==> config.mk <==
export PLATFORM = sky130hd
export DESIGN_NAME = pipeline_hazard_ctrl
export DESIGN_NICKNAME = d
export VERILOG_FILES = /design/src/rtl/pipeline_hazard_ctrl.sv
export SDC_FILE = /design/constraint.sdc
export NUM_CORES = 1
export LEC_CHECK = 0
export ABC_AREA = 0
export CELL_PAD_IN_SITES_DETAIL_PLACEMENT = 2
export CELL_PAD_IN_SITES_GLOBAL_PLACEMENT = 2
export CORE_UTILIZATION = 23
export DETAILED_ROUTE_END_ITERATION = 6
export PLACE_DENSITY = 0.8
export SLEW_MARGIN = 30
export SYNTH_ARGS = -nofsm -noshare
export SYNTH_HDL_FRONTEND = slang
export SYNTH_SLANG_ARGS = --single-unit
==> constraint.sdc <==
create_clock -name clk -period 2.88 [get_ports clk]
set_clock_uncertainty 0.15 [all_clocks]
set_input_delay 0.576 -clock clk [delete_from_list [all_inputs] [get_ports clk]]
set_output_delay 0.576 -clock clk [all_outputs]
set_load 0.05 [all_outputs]
==> src/rtl/pipeline_hazard_ctrl.sv <==
// pipeline_hazard_ctrl
//    Stall/flush sequencer for the 5-stage pipeline (IF/ID/EX/MEM/WB). It drives
//    the capture enables and hold controls of the if_id, id_ex, ex_mem and mem_wb
//    latches, and it freezes the PC.
//    Latch behaviour: ena=1 captures, ena=0 loads a bubble, hold=1 keeps the
//    contents (hold wins over ena).
//    Sources of hazards: load-use, taken branch, WB trap, and multi-cycle EX ops
//    that use a start/done handshake with a watchdog timeout.
//
//    Optional feature: define PIPE_PERF_CNT_EN to add the stall_cnt and
//    flush_cnt performance counters.
//
// Ports
//    clk, rst_n              clock (rising edge), async reset (active low)
//    id_rs1/id_rs2           source registers of the instruction in ID
//    id_use1/id_use2         the ID instruction really reads rs1/rs2
//    ex_rd                   destination register of the instruction in EX
//    ex_is_load/ex_is_mc     the EX instruction is a load / a multi-cycle op
//    ex_br_taken             the EX branch resolved taken
//    wb_trap                 trap raised in WB
//    mc_done                 multi-cycle result valid (1-cycle pulse)
//    mc_start/mc_abort       pulses to the multi-cycle unit
//    mc_timeout              registered pulse: the multi-cycle op overran
//    pc_hold                 freeze the PC
//    *_ena / *_hold          pipeline latch controls
//    stall_cnt/flush_cnt     performance counters (PIPE_PERF_CNT_EN only)
//
// state   | meaning
// --------+-------------------------------------------------------------
// RUN     | normal flow; load-use, branch and trap are handled combinationally
// MC_WAIT | multi-cycle op in EX; front end held until mc_done, trap or timeout

module pipeline_hazard_ctrl #(
   parameter int MC_TIMEOUT = 64,
   parameter int REG_W      = 5
`ifdef PIPE_PERF_CNT_EN
   ,
   parameter int CNT_W      = 32
`endif
) (
   input  logic             clk,
   input  logic             rst_n,
   input  logic [REG_W-1:0] id_rs1,
   input  logic [REG_W-1:0] id_rs2,
   input  logic             id_use1,
   input  logic             id_use2,
   input  logic [REG_W-1:0] ex_rd,
   input  logic             ex_is_load,
   input  logic             ex_is_mc,
   input  logic             ex_br_taken,
   input  logic             wb_trap,
   input  logic             mc_done,
   output logic             mc_start,
   output logic             mc_abort,
   output logic             mc_timeout,
   output logic             pc_hold,
   output logic             if_id_ena,
   output logic             if_id_hold,
   output logic             id_ex_ena,
   output logic             id_ex_hold,
   output logic             ex_mem_ena,
   output logic             mem_wb_ena
`ifdef PIPE_PERF_CNT_EN
   ,
   output logic [CNT_W-1:0] stall_cnt,
   output logic [CNT_W-1:0] flush_cnt
`endif
);

   localparam logic [0:0] ST_RUN     = 1'b0;
   localparam logic [0:0] ST_MC_WAIT = 1'b1;

   localparam int            CW       = (MC_TIMEOUT > 2) ? $clog2(MC_TIMEOUT) : 1;
   localparam logic [CW-1:0] CNT_TERM = CW'(MC_TIMEOUT - 1);

   logic [0:0]    state, state_nxt;
   logic [CW-1:0] wait_cnt, wait_cnt_nxt;
   logic          timeout_nxt;
   logic          trap, load_use;

   logic mc_start_c, mc_abort_c, pc_hold_c;
   logic if_id_ena_c, if_id_hold_c, id_ex_ena_c, id_ex_hold_c, ex_mem_ena_c, mem_wb_ena_c;

   // A pending timeout is handled the same way as a trap in the cycle it shows.
   assign trap = wb_trap | mc_timeout;

   assign load_use = ex_is_load && (ex_rd != '0) &&
                     ((id_use1 && (id_rs1 == ex_rd)) || (id_use2 && (id_rs2 == ex_rd)));

   always_comb begin
      state_nxt    = state;
      wait_cnt_nxt = wait_cnt;
      timeout_nxt  = 1'b0;
      mc_start_c   = 1'b0;
      mc_abort_c   = 1'b0;
      if (state == ST_RUN) begin
         if (ex_is_mc && !trap && !ex_br_taken) begin
            mc_start_c   = 1'b1;
            state_nxt    = ST_MC_WAIT;
            wait_cnt_nxt = '0;
         end
      end else begin
         if (trap) begin
            mc_abort_c = 1'b1;
            state_nxt  = ST_RUN;
         end else if (mc_done) begin
            state_nxt = ST_RUN;
         end else if (wait_cnt == CNT_TERM) begin
            // The counter sits at the terminal value; the pulse aborts the op next cycle.
            timeout_nxt = 1'b1;
         end else begin
            wait_cnt_nxt = wait_cnt + 1'b1;
         end
      end
   end

   always_comb begin
      pc_hold_c    = 1'b0;
      if_id_ena_c  = 1'b1;
      if_id_hold_c = 1'b0;
      id_ex_ena_c  = 1'b1;
      id_ex_hold_c = 1'b0;
      ex_mem_ena_c = 1'b1;
      mem_wb_ena_c = 1'b1;
      if (trap) begin
         if_id_ena_c  = 1'b0;
         id_ex_ena_c  = 1'b0;
         ex_mem_ena_c = 1'b0;
         mem_wb_ena_c = 1'b0;
      end else if (ex_br_taken) begin
         if_id_ena_c = 1'b0;
         id_ex_ena_c = 1'b0;
      end else if (mc_start_c || (state == ST_MC_WAIT && !mc_done)) begin
         // Keep the multi-cycle op parked in EX; MEM/WB keep draining.
         pc_hold_c    = 1'b1;
         if_id_hold_c = 1'b1;
         id_ex_hold_c = 1'b1;
         ex_mem_ena_c = 1'b0;
      end else if (state == ST_RUN && load_use) begin
         pc_hold_c    = 1'b1;
         if_id_hold_c = 1'b1;
         id_ex_ena_c  = 1'b0;
      end
   end

   always_ff @(posedge clk or negedge rst_n) begin
      if (!rst_n) begin
         state      <= ST_RUN;
         wait_cnt   <= '0;
         mc_timeout <= 1'b0;
      end else begin
         state      <= state_nxt;
         wait_cnt   <= wait_cnt_nxt;
         mc_timeout <= timeout_nxt;
      end
   end

   // Every control is forced low while reset is asserted, independent of the clock.
   assign mc_start   = rst_n & mc_start_c;
   assign mc_abort   = rst_n & mc_abort_c;
   assign pc_hold    = rst_n & pc_hold_c;
   assign if_id_ena  = rst_n & if_id_ena_c;
   assign if_id_hold = rst_n & if_id_hold_c;
   assign id_ex_ena  = rst_n & id_ex_ena_c;
   assign id_ex_hold = rst_n & id_ex_hold_c;
   assign ex_mem_ena = rst_n & ex_mem_ena_c;
   assign mem_wb_ena = rst_n & mem_wb_ena_c;

`ifdef PIPE_PERF_CNT_EN
   always_ff @(posedge clk or negedge rst_n) begin
      if (!rst_n) begin
         stall_cnt <= '0;
         flush_cnt <= '0;
      end else begin
         stall_cnt <= stall_cnt + CNT_W'(pc_hold_c);
         flush_cnt <= flush_cnt + CNT_W'(trap | ex_br_taken);
      end
   end
`endif

endmodule

==> reports/qor.txt, run 1 <==
Clock root cell - clkbuf_4
Clk_lat worst skew - 0.26 ns
1st-iter DRT viols - 6
RSZ-0062 raised after global routing - no
Max Freq - 0.355 GHz
Sum of buffers and inverters on the critical path - 2
Post-Syn Area - 682 µm²
Mapped Cells - 79
Pins Over Slew Limit - 0
HP Class - input pin to asynchronous set/reset pin
Gr usage total - 0.168
Global route overflow - 0
Die area - 3190 µm²
Slowest library cell on the worst path - clkdlybuf4s50_1
Area Growth Syn to Fin - 82.4%
Worst Setup Start Kind - input pin
Initial antenna violation count - 0
Outcome - completed
Wire length per cell - 16.1 µm
Static Leak - 0.532 nW
Syn_area_per_cell - 8.63 µm²
Register area share after synthesis - 0.294
Final GP Congestion - 0.842
Critical Path, Cell by Cell - clkdlybuf4s50_1, xor2_1, nor4_1, a32oi_1, o21bai_4, buf_12
Final Cycle Share - 0.977
Critical Path AT - 2.09 ns
Synthesized flop and latch total - 8
First-pass GRT wire length - 4010 µm
Die Wd - 56.5 µm
Ant diodes - 0
Drt drc - 0
Worst path max stage delay - 0.48 ns
CTS tree - built
Drt pass-1 iters - 3
Setup Viol. Count Final - 0
Slew headroom - 0.664
Clock transition at the registers of the reported paths - 0.06 ns
Netlist cell types - 32
Crit end category - output port
Crit path max-delay family - buffers and inverters
Nets - 146
I/O Pins - 34
Row Count - 19
Post-Route WL - 2430 µm
Slew @ Worst Pin - 0.503 ns
Pwr Density - 291 nW/µm²
Min Hold Slack - 0.240 ns
I/O Buffers - 33
Total nets after synthesis - 104
Post-CTS Setup Bufs - 0
CTS Buffer Depth - 2
Die span in y - 56.5 µm
Async S/R FF share, synth - 1.00
Final setup TNS - 0 ns
Vias in the first global route - 828
Vias per cell - 4.99
Largest net degree at the start of global routing - 11
Core footprint - 2780 µm²
Crit-path max FO - 3
Hold_buf cts - 0
Hold Vio Cnt, Final - 0
Clock buffer count from CTS - 3
Synth warnings - 0
Peak VDD IR - 0.214 mV
Post-DRT Antenna Nets - 0
Htree depth - 1
Clock sinks - 8
Post-DP HPWL - 2050 µm
Top FF cell, synth - dfrtp_1
Share of layout cells above drive strength 1 - 0.250
Min cycle time layout - 2.81 ns
Vias - 753
EDFF count, synth - 0
WS Path Type - input pin to output port
MaxCap Viol Count - 0
Initial Util - 0.245
Most frequent cells in the layout - clkdlybuf4s50_1, nor2_1, buf_12, xor2_1
Most common cell after layout, fill and taps aside - clkdlybuf4s50_1
Worst path required time - 2.15 ns
-- registers in the layout, summed over array words and instances (netlist names) --
| register | flops |
|---|---|
| state | 1 |
| wait_cnt | 6 |
| mc_timeout | 1 |
-- synth_stat cells (2+ instances only) --
cell / instances / area (µm²)
nor2_1: 10 / 37.5
dfrtp_1: 8 / 200
xor2_1: 8 / 70.1
inv_1: 4 / 15.0
nand2_1: 4 / 15.0
xnor2_1: 4 / 35.0
nand3_1: 3 / 15.0
o21ai_0: 3 / 15.0
a211oi_1: 2 / 15.0
a21o_1: 2 / 15.0
a21oi_1: 2 / 10.0
and2_1: 2 / 12.5
and3_1: 2 / 12.5
clkbuf_1: 2 / 7.51
mux2i_1: 2 / 20.0
nor3_1: 2 / 10.0
nor4_1: 2 / 12.5
or2_2: 2 / 12.5
or3b_2: 2 / 17.5
-- per-stage QoR --
stage	cells	area [µm²]	total power, mW	setup WS [ns]	util
6_report	151	1240	0.362	0.0661	0.447
3_5_place_dp	147	1210	0.271	-0.0232	0.436
3_3_place_gp	147	1210	0.264	0.0106	0.436
5_1_grt	151	1240	0.383	0.00570	0.447
4_1_cts	151	1240	0.372	0.00425	0.444
2_1_floorplan	79	719	0.189	0.0445	-
-- final timing paths --
| check | end | cells after the start | slack [ns] | startpoint |
|---|---|---|---|---|
| max | if_id_hold | 6 | 0.07 | ex_rd[4] |
| min | wait_cnt[3]$_DFFE_PN0P_ | 2 | 0.24 | rst_n |
| max reg2reg | wait_cnt[0]$_DFFE_PN0P_ | 4 | 0.76 | state$_DFF_PN0_ |
| min reg2reg | wait_cnt[5]$_DFFE_PN0P_ | 2 | 0.40 | wait_cnt[5]$_DFFE_PN0P_ |
| max in group asynchronous | mc_timeout$_DFF_PN0_ | 2 | 2.19 | rst_n |
| min in group clk | wait_cnt[5]$_DFFE_PN0P_ | 2 | 0.40 | wait_cnt[5]$_DFFE_PN0P_ |
-- final cells by class --
| class | count | area (µm²) |
|---|---|---|
| multi-input combinational | 64 | 484 |
| timing repair buffer | 40 | 478 |
| fill | 314 | 1540 |
| clock buffer | 4 | 26.3 |
| inverter | 4 | 15.0 |
| sequential | 8 | 201 |
| tap | 31 | 38.8 |
-- per-layer routing --
metal / global-route usage / part of all wire / vias to the layer above / routed length [µm]
li1: - / - / 356 / -
met1: 0.193 / 0.41 / 361 / 998
met2: 0.297 / 0.52 / 31 / 1260
met3: 0.0207 / 0.046 / 5 / 111
met4: 0.0941 / 0.023 / 0 / 56
met5: 0 / 0 / - / 0
-- cells by family after synthesis --
group                    after synthesis  share of synthesized area
AO/OA/AOI/OAI                         14                      0.169
multiplexers                           3                     0.0459
XOR/XNOR                              12                      0.154
buffers and inverters                  7                     0.0440
AND/OR/NAND/NOR                       34                      0.275
flip-flops                             8                      0.294
adder cells (fa/ha/maj)                1                     0.0183
-- power by group --
group          internal [mW]  leakage [nW]  switching [mW]
logic                 0.0727         0.410          0.0628
clock network         0.0532        0.0150          0.0417
registers              0.121         0.107          0.0104
-- repair_timing --
action | in CTS | in global routing
gates cloned | 0 | 0
endpoints found under the setup margin | 3 | 3
resized for setup | 2 | 3
pin swaps | 2 | 4
Power figures use the tool's default switching activity.
==> inputs of run 2 (changes only) <==
==> constraint.sdc (replaced) <==
create_clock -name clk -period 2.88 [get_ports clk]
set_clock_uncertainty 0.15 [all_clocks]
set_input_delay 0.576 -clock clk [delete_from_list [all_inputs] [get_ports clk]]
set_output_delay 0.576 -clock clk [all_outputs]
set_load 0.005 [all_outputs]
==> run 2 against run 1 <==
Worst hold slack got worse by 0.028 ns. Fmax fell by 0.91%. Power fell by 2.8%. Flip-flop and latch count did not move. Combinational power fell by 8%.
==> reports/qor.txt, run 2 (synthesized netlist as in run 1, its figures left out) <==
Outcome - completed
Die span in y - 56.5 µm (unchanged)
Area Growth Syn to Fin - 84.6%
Initial antenna violation count - 0 (unchanged)
Worst setup margin - 0.0403 ns (-0.0258 ns)
Pre-CTS WS - -0.430 ns (-0.407 ns)
Initial Util - 0.245 (unchanged)
Pwr Density - 279 nW/µm² (-3.9%)
Share of layout cells above drive strength 1 - 0.296 (+0.0463)
Largest net degree at the start of global routing - 11 (unchanged)
Vias in the first global route - 942 (+14%)
Slew headroom - 0.679 (+0.0153)
Die area - 3190 µm² (unchanged)
Critical Path AT - 2.11 ns (+0.02 ns)
Post-DP HPWL - 2050 µm (+0.12%)
Pins Over Slew Limit - 0 (unchanged)
I/O Buffers - 33 (unchanged)
Peak VDD IR - 0.194 mV (-9.5%)
Core footprint - 2780 µm² (unchanged)
Most frequent cells in the layout - buf_4, clkdlybuf4s50_1, dlygate4sd2_1
Max Freq - 0.352 GHz (-0.91%)
# placed instances - 155 (+5.4%)
MaxCap Viol Count - 0 (unchanged)
Filler cells - 305 (-2.9%)
Min Hold Slack - 0.212 ns (-0.0277 ns)
Global route overflow - 0 (unchanged)
Max FFs per register - 6 (unchanged)
Drt pass-1 iters - 4 (+1)
Crit path max-delay family - buffers and inverters
Slowest library cell on the worst path - clkdlybuf4s50_1
Sum of buffers and inverters on the critical path - 3 (+1)
First-pass GRT wire length - 4860 µm (+21%)
Row Count - 19 (unchanged)
Post-DRT Antenna Nets - 0 (unchanged)
I/O Pins - 34 (unchanged)
Worst path required time - 2.15 ns (about the same)
Final GP Congestion - 0.829 (-1.6%)
HP Class - input pin to asynchronous set/reset pin
CTS tree - built
Post-Route WL - 2990 µm (+23%)
Static Leak - 0.571 nW (+7.3%)
Biggest register - wait_cnt
Slew @ Worst Pin - 0.469 ns (-0.0335 ns)
Vias per cell - 4.99 (+0.14%)
WS Path Type - input pin to output port
Setup Viol. Count Final - 0 (unchanged)
Crit-path max FO - 3 (unchanged)
Final Power - 352 µW (-2.8%)
Htree depth - 1 (unchanged)
Largest registers - wait_cnt: 6 flops, mc_timeout: 1 flops, state: 1 flops
Wire length per cell - 18.0 µm (+12%)
Most common cell after layout, fill and taps aside - buf_4
CTS Buffer Depth - 2 (unchanged)
Final Cycle Share - 0.986 (+0.00895)
Nets - 162 (+11%)
Clock transition at the registers of the reported paths - 0.08 ns (+0.02 ns)
Worst path max stage delay - 0.49 ns (about the same)
Clock root cell - clkbuf_4
Clock buffer count from CTS - 3 (unchanged)
Vias - 829 (+10%)
Die Wd - 56.5 µm (unchanged)
Gr usage total - 0.203 (+0.0351)
Final cell count without fillers - 166 (+9.9%)
Final setup TNS - 0 ns (unchanged)
1st-iter DRT viols - 10 (+4)
Min cycle time layout - 2.84 ns (+0.0258 ns)
Clock sinks - 8 (unchanged)
Worst Setup Start Kind - input pin
Critical Path, Cell by Cell - dlygate4sd2_1, or3b_4, nor3_4, buf_4, clkdlybuf4s50_1
Hold Vio Cnt, Final - 0 (unchanged)
Crit end category - output port
Ant diodes - 0 (unchanged)
Drt drc - 0 (unchanged)
Clk_lat worst skew - 0.27 ns (about the same)
-- run 2: layer usage --
layer  vias up  global-route usage  wire [µm]
met5         -                   0          0
met4         0              0.0523         21
met3         4              0.0138        100
met2        27               0.387       1630
met1       409               0.243       1230
li1        389                   -          -
-- run 2: area by class of cell --
type	instances	area, µm²	area share
Multi-Input combinational cell	64	495	0.394
Timing Repair Buffer	56	487	0.387
Sequential cell	8	200	0.159
Tap cell	31	38.8	0.0308
Clock buffer	3	22.5	0.0179
Inverter	4	15.0	0.0119
-- run 2: repair_timing --
item / CTS / global route
hold buffers: 0 / 0
pin swaps: 7 / 2
gates resized for setup: 23 / 2
endpoints found under the setup margin: 9 / 3
buffers inserted: 8 / 0
-- run 2: through the flow --
step	instance area, µm²	util
after floorplan	682	-
after global placement	1150	0.413
after detailed placement	1150	0.413
after CTS	1240	0.448
after global routing	1260	0.453
final	1260	0.453
-- run 2: final timing paths --
check	from	endpoint	slack, ns	cells after the start
worst min register to register	wait_cnt[5]$_DFFE_PN0P_	wait_cnt[5]$_DFFE_PN0P_	0.40	2
max in group asynchronous	rst_n	wait_cnt[2]$_DFFE_PN0P_	2.20	2
worst max register to register	wait_cnt[0]$_DFFE_PN0P_	wait_cnt[0]$_DFFE_PN0P_	0.70	5
worst min-delay path	rst_n	mc_timeout$_DFF_PN0_	0.21	2
worst max-delay path	wb_trap	id_ex_hold	0.04	5
min in group clk	wait_cnt[5]$_DFFE_PN0P_	wait_cnt[5]$_DFFE_PN0P_	0.40	2
-- run 2: where the power goes --
part           total [mW]  switching (mW)  internal (mW)
clock network      0.0974          0.0492         0.0481
logic               0.125          0.0524         0.0723
registers           0.130         0.00900          0.121
==> inputs of run 3 (changes only) <==
--- a/config.mk
+++ b/config.mk
@@ -5,7 +5,6 @@
 export SDC_FILE = /design/constraint.sdc
 export NUM_CORES = 1
 export LEC_CHECK = 0
-export ABC_AREA = 0
 export CELL_PAD_IN_SITES_DETAIL_PLACEMENT = 2
 export CELL_PAD_IN_SITES_GLOBAL_PLACEMENT = 2
 export CORE_UTILIZATION = 23
==> results of run 3 <==
No change in the layout: final DEF, timing and power equal those of run 2.
